### src/rtl/crc_stream_encoder.sv
// Streaming CRC encoder: forwards message beats, then appends the left-aligned remainder as CRC beats.
// Optional CRC_STREAM_ERR_INJECT_EN adds err_mask/err_inject to corrupt loaded output beats.
module crc_stream_encoder #(
  parameter int unsigned          DATA_W = 8,
  parameter int unsigned          CRC_W  = 6,
  parameter logic [CRC_W-1:0]     POLY   = 6'b111011,
  parameter logic [CRC_W-1:0]     INIT   = '0
) (
`ifdef CRC_STREAM_ERR_INJECT_EN
  input  logic [DATA_W-1:0] err_mask,
  input  logic              err_inject,
`endif
  input  logic              clk,
  input  logic              rst_n,
  input  logic              in_valid,
  output logic              in_ready,
  input  logic [DATA_W-1:0] in_data,
  input  logic              in_last,
  output logic              out_valid,
  input  logic              out_ready,
  output logic [DATA_W-1:0] out_data,
  output logic              out_last,
  output logic              out_is_crc
);

  // state | meaning
  // MSG   | accepting message beats, remainder accumulating
  // CRC   | input closed, emitting CRC beats as the output slot frees

  localparam int unsigned CRC_BEATS = (CRC_W + DATA_W - 1) / DATA_W;
  localparam int unsigned PAD_W     = CRC_BEATS * DATA_W;
  localparam int unsigned CNT_W     = (CRC_BEATS > 1) ? $clog2(CRC_BEATS) : 1;

  typedef enum logic {MSG = 1'b0, CRC = 1'b1} state_t;

  state_t             state;
  logic [CRC_W-1:0]   rem;
  logic [CRC_W-1:0]   rem_next;
  logic [CNT_W-1:0]   cnt;
  logic               slot_free;
  logic               crc_final;
  logic [PAD_W-1:0]   rem_pad;
  logic [PAD_W-1:0]   rem_shift;
  logic [DATA_W-1:0]  crc_beat;
  logic [DATA_W-1:0]  inj;

  function automatic logic [CRC_W-1:0] crc_step(input logic [CRC_W-1:0] r,
                                                input logic [DATA_W-1:0] d);
    logic [CRC_W-1:0] c;
    logic             fb;
    c = r;
    for (int i = DATA_W - 1; i >= 0; i--) begin
      fb = c[CRC_W-1] ^ d[i];
      c  = {c[CRC_W-2:0], 1'b0} ^ (fb ? POLY : '0);
    end
    return c;
  endfunction

`ifdef CRC_STREAM_ERR_INJECT_EN
  assign inj = err_inject ? err_mask : '0;
`else
  assign inj = '0;
`endif

  assign slot_free = !out_valid || out_ready;
  assign in_ready  = (state == MSG) && slot_free;
  assign rem_next  = crc_step(rem, in_data);

  // Remainder is left-aligned across the CRC beats; beat k is the k-th DATA_W slice from the top.
  assign rem_pad   = PAD_W'(rem) << (PAD_W - CRC_W);
  assign rem_shift = rem_pad << (DATA_W * int'(cnt));
  assign crc_beat  = rem_shift[PAD_W-1 -: DATA_W];
  assign crc_final = (cnt == CNT_W'(CRC_BEATS - 1));

  always_ff @(posedge clk or negedge rst_n) begin
    if (!rst_n) begin
      state      <= MSG;
      rem        <= INIT;
      cnt        <= '0;
      out_valid  <= 1'b0;
      out_data   <= '0;
      out_last   <= 1'b0;
      out_is_crc <= 1'b0;
    end else if (slot_free) begin
      case (state)
        MSG: begin
          if (in_valid) begin
            out_valid  <= 1'b1;
            out_data   <= in_data ^ inj;
            out_last   <= 1'b0;
            out_is_crc <= 1'b0;
            rem        <= rem_next;
            if (in_last) begin
              state <= CRC;
              cnt   <= '0;
            end
          end else begin
            out_valid <= 1'b0;
          end
        end
        CRC: begin
          out_valid  <= 1'b1;
          out_data   <= crc_beat ^ inj;
          out_is_crc <= 1'b1;
          out_last   <= crc_final;
          if (crc_final) begin
            state <= MSG;
            rem   <= INIT;
            cnt   <= '0;
          end else begin
            cnt <= cnt + CNT_W'(1);
          end
        end
        default: state <= MSG;
      endcase
    end
  end

endmodule

### config.mk
export PLATFORM = sky130hd
export DESIGN_NAME = crc_stream_encoder
export DESIGN_NICKNAME = d
export VERILOG_FILES = /design/src/rtl/crc_stream_encoder.sv
export SDC_FILE = /design/constraint.sdc
export NUM_CORES = 1
export LEC_CHECK = 0
export CAP_MARGIN = 10
export CORE_UTILIZATION = 47
export CTS_CLUSTER_SIZE = 16
export DETAILED_ROUTE_END_ITERATION = 6
export HOLD_SLACK_MARGIN = 0.06
export PLACE_DENSITY_LB_ADDON = 0.12
export SYNTH_ARGS = -nofsm -noshare
export SYNTH_HDL_FRONTEND = slang
export SYNTH_SLANG_ARGS = --single-unit
### constraint.sdc
create_clock -name clk -period 1.7 [get_ports clk]
set_input_delay 0.17 -clock clk [delete_from_list [all_inputs] [get_ports clk]]
set_output_delay 0.17 -clock clk [all_outputs]
set_load 0.01 [all_outputs]
==> impl_metrics.ini <==
[placed_design]
dp_hpwl_mm = 1.421
placedInstanceArea_sq_um = 1266
numPortBuffers = 24
gp_congestion = 0.7738
dp.cells = 141

[global_route]
grt_overflow = 0
grt_pass1_vias = 675
grt_pass1_wl_mm = 2.973
grt_max_degree = 19
grt.total_usage = 0.1982
antenna_found_initial = 0

[synthesis]
yosys.area.top_type = dfrtp_1
synthesis.area_sq_um = 947.2
synth_top_area_frac = 0.4491
ys_types = 26
syn_nets = 100
avgSynthCellArea_sq_um = 10.89
syn-instance-count = 87
yosysSeqAreaShare = 0.4491
yosys_warnings = 0
synth-seq-cells = 17
synthTopCellsByArea = dfrtp_1 (45%), xnor2_1 (9.2%), o21ai_1 (7.4%)

[drt]
dr_total_vias = 721
wl_per_cell_um = 13.10
first_pass_iters = 3
routed_wirelength_mm = 1.899
ant_nets = 0
post_drt_via_cell_ratio = 4.972
drc = 0
drtIter0Drc = 8

[clock_tree]
clkLatencyLatePin_ns = 0.30
cts_tree = built
cts_max_path_buffers = 2
h-tree-depth = 1
clock-sinks = 17
root_buffer = clkbuf_4
numCtsBuffers = 3
cts.clk_slew.worst_paths_ns = 0.10

[sta]
fin_skew_ns = 0.0006045
setup_viol = 0
worst_pin_slew_ns = 0.3092
finalHoldViolations = 0
timing.final.crit_period_ns = 1.482
rsz0062_at_grt = no
maxSlewViolCount = 0
timing.fmax_ghz = 0.6746
period_share = 0.8720
slew_headroom = 0.7924
tns_ns = 0
holdWs_ns = 0.1937

[worst_setup_path]
setup.worst_path.class = flop to flop
cp.required_ns = 1.88
critPathMaxFanout = 3
critPathCaptureType = flop
critPathLaunchType = flop
crit_arrival_ns = 1.67

[power]
power.density_nw_per_um2 = 1463
vdd_drop_max_v = 0.0008643
total_power_mw = 1.891
p_leak_nw = 0.5779

[layout]
seq_area_sq_um = 425.4
layout-drive-gt1-share = 0.1500
antenna_cells = 0
final_common_cell = clkdlybuf4s50_1
fill_cells = 149
postLayoutCellArea_sq_um = 1292
nNetsFinal = 134
multi_input_area_sq_um = 498.0
final_cell_mix = clkdlybuf4s50_1 (23), dfrtp_1 (17), nand2_1 (15)
finalNonFillerCells = 145
area_growth_pct = 36.46

[run]
maxCapViolCount = 0

[floorplan]
die_y_um = 46.89
die_area_sq_um = 2199
dieWidth_um = 46.89
rows = 15
start_util = 0.5257
core_area_sq_um = 1802
io_pins = 25

[outcome]
status = finished clean

[worst_hold_path]
min_path_type = input pin to asynchronous set/reset pin
==> stage by stage <==
stage	setup WS, ns	utilization
floorplan	0.2992	-
global placement	-0.009833	0.7028
detailed placement	-0.04055	0.7028
CTS	0.1918	0.7174
global route	0.1088	0.7174
finish	0.2177	0.7174
==> cell families (layout without fill, tap and decap cells) <==
kind of cell              count (synthesis)  after routing  synth area share
xor gates and xnor gates                 19             19            0.2602
buffers and inverters                     5             38           0.02509
DFF                                      17             17            0.4491
muxes                                     5              5           0.05284
and+or+nand+nor                          22             22            0.1017
AOI/OAI and AO/OA                        19             19            0.1110
==> power breakdown <==
part           switching, mW  leakage [nW]  total, mW  internal, mW
Sequential            0.0887         0.212      0.606         0.517
Combinational          0.416         0.348       1.07         0.652
Clock                  0.130        0.0177      0.218        0.0878
Total                  0.634         0.578       1.89          1.26
==> synth_stat cells <==
| cell type | number |
|---|---|
| o21ai_0 | 1 |
| buf_2 | 1 |
| nand3_1 | 1 |
| xnor3_1 | 2 |
| buf_4 | 1 |
| xnor2_2 | 2 |
| a32o_1 | 1 |
| a31oi_1 | 1 |
| nor2_1 | 1 |
| o21ai_1 | 14 |
| and3_1 | 1 |
| mux2i_1 | 5 |
| a21oi_1 | 1 |
| inv_1 | 1 |
| a22o_1 | 1 |
| xnor2_1 | 10 |
| nand2b_1 | 1 |
| or3_1 | 1 |
| dfrtp_1 | 17 |
| xor2_2 | 1 |
| xor2_1 | 2 |
| xnor3_2 | 2 |
| buf_1 | 1 |
| nor2b_1 | 2 |
| clkbuf_1 | 1 |
| nand2_1 | 15 |
==> timing repair <==
item,in CTS,in global routing
setup buffers,0,0
hold buffers,0,0
endpoints found under the setup margin,1,0
resized for setup,1,0
==> state kept, by name, indices dropped and copies added (netlist names) <==
name	flops
out_valid	1
state	1
out_data	8
rem	6
out_last	1
==> routing by layer <==
layer / global-route usage / wire length, um / vias to the layer above
met5: 0 / 0 / -
met4: 0.08571 / 31 / 0
met3: 0.04615 / 97 / 5
met2: 0.3222 / 894 / 19
met1: 0.2537 / 875 / 338
li1: - / - / 359
==> critical path, cell delays in order, from the launching register on <==
cell     delay (ns)
dfrtp_1        0.41
xnor2_1        0.28
xnor3_2        0.42
xnor2_1        0.18
o21ai_1        0.08
==> area by class of cell <==
cell class | count | area share
clock buffer | 3 | 0.01742
clock inverter | 1 | 0.003872
inverter | 1 | 0.002904
multi-input combinational | 65 | 0.3853
sequential | 17 | 0.3291
tap | 25 | 0.02420
timing repair buffer | 33 | 0.2372
==> final timing paths <==
kind | startpoint | end | slack (ns) | cells past startpoint
setup reg to reg | rem[3]$_DFFE_PN0P_ | rem[2]$_DFFE_PN0P_ | 0.22 | 4
max in group asynchronous | rst_n | rem[4]$_DFFE_PN0P_ | 1.32 | 2
setup / recovery | rem[3]$_DFFE_PN0P_ | rem[2]$_DFFE_PN0P_ | 0.22 | 4
hold / removal | rst_n | out_valid$_DFFE_PN0N_ | 0.19 | 2
min in group clk | in_last | state$_DFFE_PN0N_ | 0.44 | 3
hold reg to reg | out_data[4]$_DFFE_PN0P_ | out_data[4]$_DFFE_PN0P_ | 0.49 | 2
Power figures use the tool's default switching activity.
